$ cat src/rtl/simd_pkg.sv
// Shared types and sizing for the SIMD issue sequencer and its lane counter.
// No logic; no latency or backpressure of its own.
package simd_pkg;

    localparam int LANES = 8;
    localparam int FSW   = 5;
    localparam int SEL_W = $clog2(2 * LANES);
    localparam int IDX_W = $clog2(LANES);

    typedef enum logic [2:0] {
        ST_IDLE,
        ST_LD_S,
        ST_LD_T,
        ST_LD_D,
        ST_EXEC,
        ST_WB,
        ST_RD,
        ST_DONE
    } state_t;

    typedef enum logic [1:0] {
        RD_NONE = 2'b00,
        RD_LO   = 2'b01,
        RD_HI   = 2'b10,
        RD_BOTH = 2'b11
    } rd_mode_t;

    // Operation fields captured when a request is accepted.
    typedef struct packed {
        logic [FSW-1:0] op;
        logic [4:0]     s_addr;
        logic [4:0]     t_addr;
        logic [4:0]     d_addr;
        logic           wb_en;
        logic           hi_en;
        rd_mode_t       rd_mode;
    } req_t;

endpackage

$ cat src/rtl/simd_lane_ctr.sv
// {half,idx} readout lane counter: load sets the start half, advance moves one lane.
// Updates on the clock edge after load/adv; advances only when the caller says a lane transferred.
module simd_lane_ctr
    import simd_pkg::*;
(
    input  logic             clk,
    input  logic             reset,
    input  logic             load,
    input  logic             load_hi,
    input  logic             adv,
    input  logic             both,
    output logic [SEL_W-1:0] sel,
    output logic             last
);

    localparam logic [IDX_W-1:0] IDX_LAST = IDX_W'(LANES - 1);

    logic             half;
    logic [IDX_W-1:0] idx;

    always_ff @(posedge clk or posedge reset) begin
        if (reset) begin
            half <= 1'b0;
            idx  <= '0;
        end else if (load) begin
            half <= load_hi;
            idx  <= '0;
        end else if (adv) begin
            if (idx == IDX_LAST && both && !half) begin
                half <= 1'b1;
                idx  <= '0;
            end else begin
                idx  <= idx + 1'b1;
            end
        end
    end

    assign sel  = {half, idx};
    // A LO pass in LO-then-HI mode is never the final lane.
    assign last = (idx == IDX_LAST) && !(both && !half);

endmodule

$ cat src/rtl/simd_issue_seq.sv
// Issues one SIMD op: S/T/D loads, LO/HI capture, optional writeback and lane readout; 5..22 cycles.
// Moore outputs from registered state; readout stalls lane-by-lane while out_rdy is low, start ignored while busy.
module simd_issue_seq
    import simd_pkg::*;
(
    input  logic             clk,
    input  logic             reset,
    input  logic             start,
    input  logic [FSW-1:0]   op,
    input  logic [4:0]       s_addr,
    input  logic [4:0]       t_addr,
    input  logic [4:0]       d_addr,
    input  logic             wb_en,
    input  logic             hi_en,
    input  logic [1:0]       rd_mode,
    input  logic             out_rdy,
    output logic [31:0]      ADDRS,
    output logic [FSW-1:0]   FS,
    output logic             s_ld,
    output logic             t_ld,
    output logic             d_ld,
    output logic             lo_ld,
    output logic             hi_ld,
    output logic             DSIMD_EN,
    output logic [SEL_W-1:0] SIMD_SEL,
    output logic             lane_vld,
    output logic             busy,
    output logic             done
);

    state_t           state;
    state_t           nxt;
    req_t             req;
    logic             accept;
    logic             rd_any;
    logic [SEL_W-1:0] lane_sel;
    logic             lane_last;

    assign accept = (state == ST_IDLE) && start;
    assign rd_any = (req.rd_mode != RD_NONE);

    always_ff @(posedge clk or posedge reset) begin
        if (reset) begin
            state <= ST_IDLE;
            req   <= '0;
        end else begin
            state <= nxt;
            if (accept)
                req <= '{op: op, s_addr: s_addr, t_addr: t_addr, d_addr: d_addr,
                         wb_en: wb_en, hi_en: hi_en, rd_mode: rd_mode_t'(rd_mode)};
        end
    end

    simd_lane_ctr u_lane_ctr (
        .clk     (clk),
        .reset   (reset),
        .load    (accept),
        .load_hi (rd_mode_t'(rd_mode) == RD_HI),
        .adv     ((state == ST_RD) && out_rdy),
        .both    (req.rd_mode == RD_BOTH),
        .sel     (lane_sel),
        .last    (lane_last)
    );

    always_comb begin
        nxt      = state;
        ADDRS    = '0;
        FS       = '0;
        s_ld     = 1'b0;
        t_ld     = 1'b0;
        d_ld     = 1'b0;
        lo_ld    = 1'b0;
        hi_ld    = 1'b0;
        DSIMD_EN = 1'b0;
        SIMD_SEL = '0;
        lane_vld = 1'b0;
        busy     = (state != ST_IDLE);
        done     = 1'b0;

        if (state != ST_IDLE)
            FS = req.op;

        case (state)
            ST_IDLE: begin
                if (start)
                    nxt = ST_LD_S;
            end
            ST_LD_S: begin
                ADDRS = 32'(req.s_addr);
                s_ld  = 1'b1;
                nxt   = ST_LD_T;
            end
            ST_LD_T: begin
                ADDRS = 32'(req.t_addr);
                t_ld  = 1'b1;
                nxt   = ST_LD_D;
            end
            ST_LD_D: begin
                ADDRS = 32'(req.d_addr);
                d_ld  = 1'b1;
                nxt   = ST_EXEC;
            end
            ST_EXEC: begin
                lo_ld = 1'b1;
                hi_ld = req.hi_en;
                if (req.wb_en)
                    nxt = ST_WB;
                else if (rd_any)
                    nxt = ST_RD;
                else
                    nxt = ST_DONE;
            end
            ST_WB: begin
                DSIMD_EN = 1'b1;
                nxt      = rd_any ? ST_RD : ST_DONE;
            end
            ST_RD: begin
                lane_vld = 1'b1;
                SIMD_SEL = lane_sel;
                if (out_rdy && lane_last)
                    nxt = ST_DONE;
            end
            ST_DONE: begin
                done = 1'b1;
                nxt  = ST_IDLE;
            end
            default: nxt = ST_IDLE;
        endcase
    end

endmodule

$ cat config.mk
export PLATFORM = sky130hd
export DESIGN_NAME = simd_issue_seq
export DESIGN_NICKNAME = d
export VERILOG_FILES = /design/src/rtl/simd_pkg.sv /design/src/rtl/simd_lane_ctr.sv /design/src/rtl/simd_issue_seq.sv
export SDC_FILE = /design/constraint.sdc
export NUM_CORES = 1
export LEC_CHECK = 0
export BUFFER_PORTS_ARGS = -buffer_cell sky130_fd_sc_hd__buf_2
export CAP_MARGIN = 20
export CORE_MARGIN = 10
export CORE_UTILIZATION = 35
export CTS_CLUSTER_DIAMETER = 150
export DETAILED_ROUTE_END_ITERATION = 16
export GPL_TIMING_DRIVEN = 0
export SETUP_SLACK_MARGIN = 0.5
export SYNTH_ARGS = -nofsm -noshare
export SYNTH_HDL_FRONTEND = slang
export SYNTH_HIERARCHICAL = 1
export SYNTH_SLANG_ARGS = --single-unit
export TNS_END_PERCENT = 100
$ cat constraint.sdc
create_clock -name clk -period 2.32 [get_ports clk]
set_input_delay 0.116 -clock clk [delete_from_list [all_inputs] [get_ports clk]]
set_output_delay 0.116 -clock clk [all_outputs]
set_load 0.01 [all_outputs]
---- Yosys cells after proc, flatten, opt, wreduce, memory -nomap -nowiden ----
Index checks and enable logic that the tools add are counted.
cells by class
  reductions and logical operators ........ 16
  mux-type cells .......................... 22
  equality and inequality tests ........... 12
  add/subtract/negate cells ............... 1
operators with widths
  kind                                            number
  case mux 3 bit (8 select lines)                 1
  == test 3 bit (second input constant)           5
  two-way mux 3 bit                               5
  case mux 5 bit (3 select lines)                 1
  two-way mux 1 bit                               12
  logical AND 1 bit                               7
  == test 3 x 2 -> 1 bit (second input constant)  2
  nonzero test 2 bit                              3
  two-way mux 5 bit                               1
  == test 2 bit (second input constant)           2
  two-way mux 4 bit                               1
  AND reduction 2 bit                             2
  adder 3 x 1 -> 3 bit (second input constant)    1
  == test 3 x 1 -> 1 bit (second input constant)  1
  logical NOT 3 bit                               1
  nonzero test 3 bit                              1
  logical NOT 1 bit                               2
  two-way mux 2 bit                               1
  != test 2 x 1 -> 1 bit (second input constant)  1
  != test 2 bit (second input constant)           1
storage, ports and cells
  input bits .............................. 28
  output and inout port bits .............. 50
  logic and storage cells ................. 61
  bits in registers ....................... 31

---- Logic depth before layout (Yosys ltp) ----
Gate-level depths: netlist (run 1).
  word-level depth ........................ 7
  mapped depth ............................ 6
  depth with buffers taken out ............ 5

---- Cells and area by module ----
Netlist (run 1), hierarchy kept.
by module, submodules not included
  module          cells each  area an instance (sq um)  seq. area each (sq um)  instances
  simd_issue_seq  140         1632.8                    675.6                   1
  simd_lane_ctr   22          227.7                     100.1                   1

---- Least setup slack after synthesis (run 1) ----
No wires, ideal clock.
  path kind ............................... register to register
  from .................................... reg state[1]
  to ...................................... reg u_lane_ctr.idx[0]
  clock period less this slack ............ 1681 ps
  data required time ...................... 2238 ps
  stages on the path, launching flop included .. 6
  library setup time ...................... 82 ps
  slack ................................... 639 ps
  buffers on the path ..................... 1
  arrival time ............................ 1599 ps
  cell sequence ........................... dfrtp_1 -> nor2b_1 -> clkbuf_1 -> and3_1 -> or3b_1 -> o22ai_1
on the way
  longest elaborated chain between the ends .. 3
  elaborated cells on any way between the ends .. 6
  classes of those cells .................. eq/ne: 1; mux: 1; reduce/logical: 4
ends and longest elaborated chain
  item                                                               RTL line                                    source
  from (decl)                                                        simd_issue_seq.sv:31                        state_t state;
  from (signal assigned)                                             simd_issue_seq.sv:47                        state <= nxt;
  == test 3 bit or logical NOT 3 bit (tied branches)                 simd_issue_seq.sv:59, simd_issue_seq.sv:39
  logical AND 1 bit, on equally long branches                        simd_issue_seq.sv:59, simd_issue_seq.sv:39
  nonzero test 2 bit (no line) or two-way mux 3 bit (tied branches)  -
  to (signal assigned)                                               simd_lane_ctr.sv:33                         idx <= idx + 1'b1;
  to (decl)                                                          simd_lane_ctr.sv:19                         logic [IDX_W-1:0] idx;
Parallel ways exist; a longest one is shown, timed or not.
A chain may end at the register's enable or synchronous reset.

---- Final worst setup path (run 1) ----
Ends and elaborated chain as after synthesis.

==> results.sh, run 1 <==
export IMPL_status="finished, final reports clean"
export IMPL_dieArea_um2=8630
export IMPL_portBuffers=50
export IMPL_die_w_um=92.9
export IMPL_ys_seq_elements=31
export IMPL_cp_max_fo=10
export IMPL_seq_area_frac_synth_pct=41.7
export IMPL_finClkSkew_ns=0.00878
export IMPL_area_growth_syn_to_layout_pct=31.6
export IMPL_synth_edf_count=0
export IMPL_cpPeakStageDelay_ns=0.43
export IMPL_routed_wl_um=4600
export IMPL_drc=0
export IMPL_yosys_area_share_simple_pct=12.8
export IMPL_path_cells="nor2b_1 -> clkbuf_4 -> and3_2 -> or3b_1 -> o22ai_1"
export IMPL_drv_slew=0
export IMPL_initial_core_util_pct=36.2
export IMPL_drive_gt1_share_pct=50.8
export IMPL_detail_route_antenna_nets=0
export IMPL_postSynthAreaPerCell_um2=11.5
export IMPL_drt_iter0_markers=58
export IMPL_critPathArrivalTime_ns=1.97
export IMPL_grt_first_pass_wirelength_um=7350
export IMPL_gr_total_overflow=0
export IMPL_via_count=1339
export IMPL_synth_top_cell_area_share_pct=41.7
export IMPL_dpl_cell_area_um2=2300
export IMPL_die_h_um=92.9
export IMPL_cp_end_kind="flop"
export IMPL_finalInstanceArea_um2=2450
export IMPL_cts_tree="done"
export IMPL_synth_xor_area_share_pct=0.471
export IMPL_crit_type="reg2reg"
export IMPL_p_leak_nw=1.31
export IMPL_cp_data_required_time_ns=2.53
export IMPL_critPathSlowestCell="dfrtp_2"
export IMPL_yosys_area_share_adder_pct=1.34
export IMPL_synthTopCellsByArea="dfrtp_1, mux2_4, buf_4"
export IMPL_grtUsageTotal_pct=10.8
export IMPL_wl_per_cell_um=14.5
export IMPL_diodes=0
export IMPL_yosys_cell_types_count=38
export IMPL_via_per_inst=4.21
export IMPL_synth_mux_area_share_pct=21.1
export IMPL_layout_commonest_cell="buf_2"
export IMPL_drv_cap=0
export IMPL_htreeDepth=2
export IMPL_syn_cell_area_um2=1860
export IMPL_tns_ns=0
export IMPL_fill_cells=517
export IMPL_clock_sinks=31
export IMPL_hpwl_um=3480
export IMPL_cts_root_buf="clkbuf_8"
export IMPL_num_nets_final=277
export IMPL_clock_latency_ns=0.28
export IMPL_powerDensity_nw_per_um2=1170
export IMPL_synthArstFlopShare_pct=100
export IMPL_setup_viol=0
export IMPL_boundaryPins=78
export IMPL_vdd_drop_max_mv=0.484
export IMPL_gp_congestion=0.751
export IMPL_fmax_mhz=568
export IMPL_synth_top_family_by_area="multiplexers"
export IMPL_cp_start_kind="flop"
export IMPL_report_final_hold_viol_count=0
export IMPL_synth_cells=162
export IMPL_cts_buffer_depth=2
export IMPL_ys_warn_count=6
export IMPL_ys_dominant_reg_cell="dfrtp_1"
export IMPL_core_um2=5140
export IMPL_min_path_type="in2reg"
export IMPL_finalCritPeriodShare_pct=75.9
export IMPL_synth_largest_area_cell="dfrtp_1"
export IMPL_synth_compound_area_share_pct=5.58
export IMPL_rsz0062_at_grt="yes"
export IMPL_cts_clk_slew_worst_paths_ns=0.07
export IMPL_layout_min_cycle_time_ns=1.76
export IMPL_grt_max_degree=28
export IMPL_grt_pass1_vias=1433
export IMPL_cts_setup_buffers=0
export IMPL_numCtsBuffers=5
export IMPL_drt_first_pass_iters=4
export IMPL_antenna_found_initial=0
export IMPL_num_rows=26
export IMPL_final_cell_mix="buf_2, dfrtp_1, buf_4, conb_1, mux2_4"
synth_stat cells (all sizes together), types with 2 or more instances:
cell    count
nor2        8
and3        6
and2b       4
nor2b       4
inv         8
clkbuf      3
dfrtp      31
and2        4
nand2       3
nor3        2
mux2       28
buf        33
a22oi       5
o21ai       3
ha          2
path summary, 6_finish.rpt:
path,start,end,slack (ns),cells past startpoint
max in group asynchronous,reset,state[1]$_DFFE_PP0P_,1.47,4
hold reg to reg,req[19]$_DFFE_PP0P_,req[19]$_DFFE_PP0P_,0.50,1
setup reg to reg,state[1]$_DFFE_PP0P_,u_lane_ctr/idx[0]$_DFFE_PP0P_,0.56,5
min in group asynchronous,reset,u_lane_ctr/idx[1]$_DFFE_PP0P_,0.27,3
setup / recovery,state[1]$_DFFE_PP0P_,u_lane_ctr/idx[0]$_DFFE_PP0P_,0.56,5
hold / removal,t_addr[1],req[10]$_DFFE_PP0P_,0.06,2
cell type report:
type	count	area (um2)	share of cell area, %
plain buffers	36	292	11.9
clock buffers	7	96.3	3.93
clock inverters	1	7.51	0.307
inverters	8	30.0	1.23
multi-input cells	113	871	35.6
flip-flops and latches	31	777	31.7
well taps	70	87.6	3.58
repair buffers	52	288	11.8
metrics by stage:
stage                     hold slack (ns)  std cells  setup slack, ns  util, %  total power [mW]
after global placement             0.0201        308            0.257     44.7              2.35
final                              0.0551        318            0.559     47.6              2.86
after detailed placement           0.0221        308            0.316     44.7              2.38
after global routing               0.0495        318            0.475     47.6              3.08
after CTS                          0.0512        317            0.527     47.1              2.89
after floorplan                    -0.118        188            0.639        -              1.97
logic make-up (layout without fill, tap and decap cells):
kind of cell,Yosys count,after routing
buf+inv,44,104
simple gates,39,39
flops,31,31
mux,29,29
compound gates,15,15
fa+ha+maj,2,2
other cells,1,27
xor+xnor,1,1
worst max-delay path, delay by kind of cell, from the launching register on:
family          cells  cell delay, ns
flops               1            0.43
buf+inv             1            0.25
compound gates      1            0.15
simple gates        3            0.86
repair_timing:
item | in CTS | in global routing
hold buffers | 1 | 0
hold endpoints to repair | 4 | 0
pin swaps | 0 | 1
gates resized for setup | 5 | 3
endpoints found under the setup margin | 11 | 4
power by group:
group          internal, mW  switching, mW  leakage, nW
Sequential            0.809          0.168        0.375
Clock                 0.270          0.207       0.0505
Combinational         0.772          0.632        0.883
Total                  1.85           1.01         1.31
state kept, by name (all words and copies together), names as in the netlist:
name	count
req	24
state	3
u_lane_ctr/idx	3
u_lane_ctr/half	1
routing by layer:
metal	routed length, um	global-route usage, %	vias to the layer above
met2	2300	18.5	46
li1	-	-	666
met4	48	3.86	0
met5	0	0	-
met1	1910	11.8	622
met3	347	4.28	5
No activity file was read; power rests on OpenSTA's default activity.
==> run 2: changes to the inputs <==
Clock period 2.32 ns to 1.8 ns, I/O delays scaled along.
==> run 2 against run 1 <==
  * Core utilization increased by 11 points
  * Worst hold slack got worse by 0.024 ns
  * Sequential power increased by 33%
  * Critical path type unchanged
  * Highest routed layer unchanged
  * Routed wire length increased by 8.8%
  * Count of clock-buffer cells in the layout decreased by 1
  * Worst setup slack got worse by 0.36 ns
  * Sequential share of layout area decreased by 5.9 points
  * Power increased by 62%
  * Final cell count increased by 8.8%
  * Critical path depth increased by 1
  * First-iteration DRC count decreased by 31%
==> results.sh, run 2 (synthesis gave the netlist of run 1 again) <==
export IMPL_status="finished, final reports clean"
export IMPL_antenna_found_initial=0
export IMPL_routed_wl_um=5010
export IMPL_grt_pass1_vias=1521
export IMPL_drv_slew=0
export IMPL_die_h_um=92.9
export IMPL_top_layer_used="met4"
export IMPL_via_count=1460
export IMPL_drt_iter0_markers=40
export IMPL_timing_rr_end="req[22]$_DFFE_PP0P_"
export IMPL_drive_gt1_share_pct=64.1
export IMPL_min_from="d_addr[4]"
export IMPL_whs_ns=0.0310
export IMPL_cts_buffer_depth=2
export IMPL_cts_tree="done"
export IMPL_critPathArrivalTime_ns=1.77
export IMPL_layout_commonest_cell="buf_2"
export IMPL_vdd_drop_max_mv=0.657
export IMPL_area_growth_syn_to_layout_pct=61.7
export IMPL_die_w_um=92.9
export IMPL_preCtsSetupSlack_ns=0.0301
export IMPL_finalInstanceArea_um2=3010
export IMPL_drv_cap=0
export IMPL_p_leak_nw=1.56
export IMPL_fin_util_pct=58.5
export IMPL_grt_max_degree=19
export IMPL_drc=0
export IMPL_holdPathStages=2
export IMPL_layout_min_cycle_time_ns=1.61
export IMPL_detail_route_antenna_nets=0
export IMPL_tns_ns=0
export IMPL_final_cell_mix="buf_2, buf_4, dfrtp_1, conb_1, mux2_4"
export IMPL_cpPeakStageDelay_ns=0.45
export IMPL_grt_first_pass_wirelength_um=7850
export IMPL_rsz0062_at_grt="yes"
export IMPL_cp_startpoint="state[1]$_DFFE_PP0P_"
export IMPL_core_um2=5140
export IMPL_drt_first_pass_iters=4
export IMPL_setup_viol=0
export IMPL_cts_clk_slew_worst_paths_ns=0.07
export IMPL_holdPathEnd="req[8]$_DFFE_PP0P_"
export IMPL_finClkSkew_ns=0.00822
export IMPL_total_power_mw=4.64
export IMPL_crit_type="reg2reg"
export IMPL_gp_congestion=0.739
export IMPL_wl_met2_um=2520
export IMPL_r2r_start="state[1]$_DFFE_PP0P_"
export IMPL_initial_core_util_pct=36.2
export IMPL_dieArea_um2=8630
export IMPL_largest_registers="req x24, state x3, u_lane_ctr/idx x3"
export IMPL_num_rows=26
export IMPL_wl_per_cell_um=14.5
export IMPL_largest_register_ffs=24
export IMPL_powerDensity_nw_per_um2=1540
export IMPL_dp_cells=309
export IMPL_reg2reg_depth=6
export IMPL_rrSetupSlack_ns=0.19
export IMPL_fin_cells=346
export IMPL_cp_data_required_time_ns=1.97
export IMPL_num_nets_final=306
export IMPL_numCtsBuffers=5
export IMPL_fin_ws_ns=0.194
export IMPL_clock_sinks=31
export IMPL_path_cells="nor3_4 -> and2_4 -> buf_8 -> buf_6 -> clkbuf_16 -> mux2_4"
export IMPL_clock_latency_ns=0.28
export IMPL_dr_wl_met3_um=335
export IMPL_cts_root_buf="clkbuf_8"
export IMPL_cp_end_kind="flop"
export IMPL_report_final_hold_viol_count=0
export IMPL_hpwl_um=3460
export IMPL_grtUsageTotal_pct=11.4
export IMPL_boundaryPins=78
export IMPL_fmax_mhz=623
export IMPL_diodes=0
export IMPL_via_per_inst=4.22
export IMPL_htreeDepth=2
export IMPL_finalCritPeriodShare_pct=89.2
export IMPL_min_path_type="in2reg"
export IMPL_regMostFlops="req"
export IMPL_cp_max_fo=5
export IMPL_critPathSlowestCell="dfrtp_2"
export IMPL_gr_total_overflow=0
export IMPL_portBuffers=50
export IMPL_wirelength_met1_um=2120
export IMPL_cp_start_kind="flop"
export IMPL_dpl_cell_area_um2=2330
-- run 2: cell types whose count changed in the layout (fill, tap and decap cells not counted), sizes merged --
cell | before | now
clkbuf | 10 | 8
buf | 84 | 114
clkinv | 0 | 1
clkinvlp | 1 | 0
-- run 2: routing by layer --
| metal | up-vias | GRT usage [%] |
|---|---|---|
| li1 | 723 | - |
| met1 | 694 | 13.3 |
| met2 | 38 | 18.7 |
| met3 | 5 | 4.92 |
| met4 | 0 | 3.21 |
| met5 | - | 0 |
-- run 2: how the worst max path moves through the flow --
| stage | end | depth (start not counted) |
|---|---|---|
| 6_report | req[22]$_DFFE_PP0P_ | 6 |
| 5_1_grt | ADDRS[0] | 5 |
| 4_1_cts | ADDRS[3] | 5 |
| 3_5_place_dp | req[10]$_DFFE_PP0P_ | 5 |
| 3_3_place_gp | req[10]$_DFFE_PP0P_ | 5 |
| 2_1_floorplan | req[10]$_DFFE_PP0P_ | 5 |
-- run 2: layout make-up --
class                      instances  area (um2)
clock buffer                       6        82.6
tap                               70        87.6
sequential                        31         778
clock inverter                     1        5.00
multi-input combinational        113        1010
inverter                           8        32.5
buffer                            36         343
fill                             448        2130
timing repair buffer              81         667
-- run 2: worst max-delay path, delay by kind of cell, from the launching register on --
kind          cells  cell delay, ns
simple gates      2            0.37
flops             1            0.45
mux               1            0.29
buf+inv           3            0.38
-- run 2: repair_timing --
action,CTS,global route
cloned,3,1
gates resized for setup,43,35
setup buffers,20,5
pin swaps,9,10
endpoints found under the hold margin,13,0
setup endpoints to repair,53,53
hold buffers,1,0
-- run 2: report_power, final --
| group | switching, mW | internal, mW |
|---|---|---|
| logic | 1.05 | 1.73 |
| clock network | 0.257 | 0.300 |
| registers | 0.258 | 1.05 |
| total | 1.57 | 3.07 |
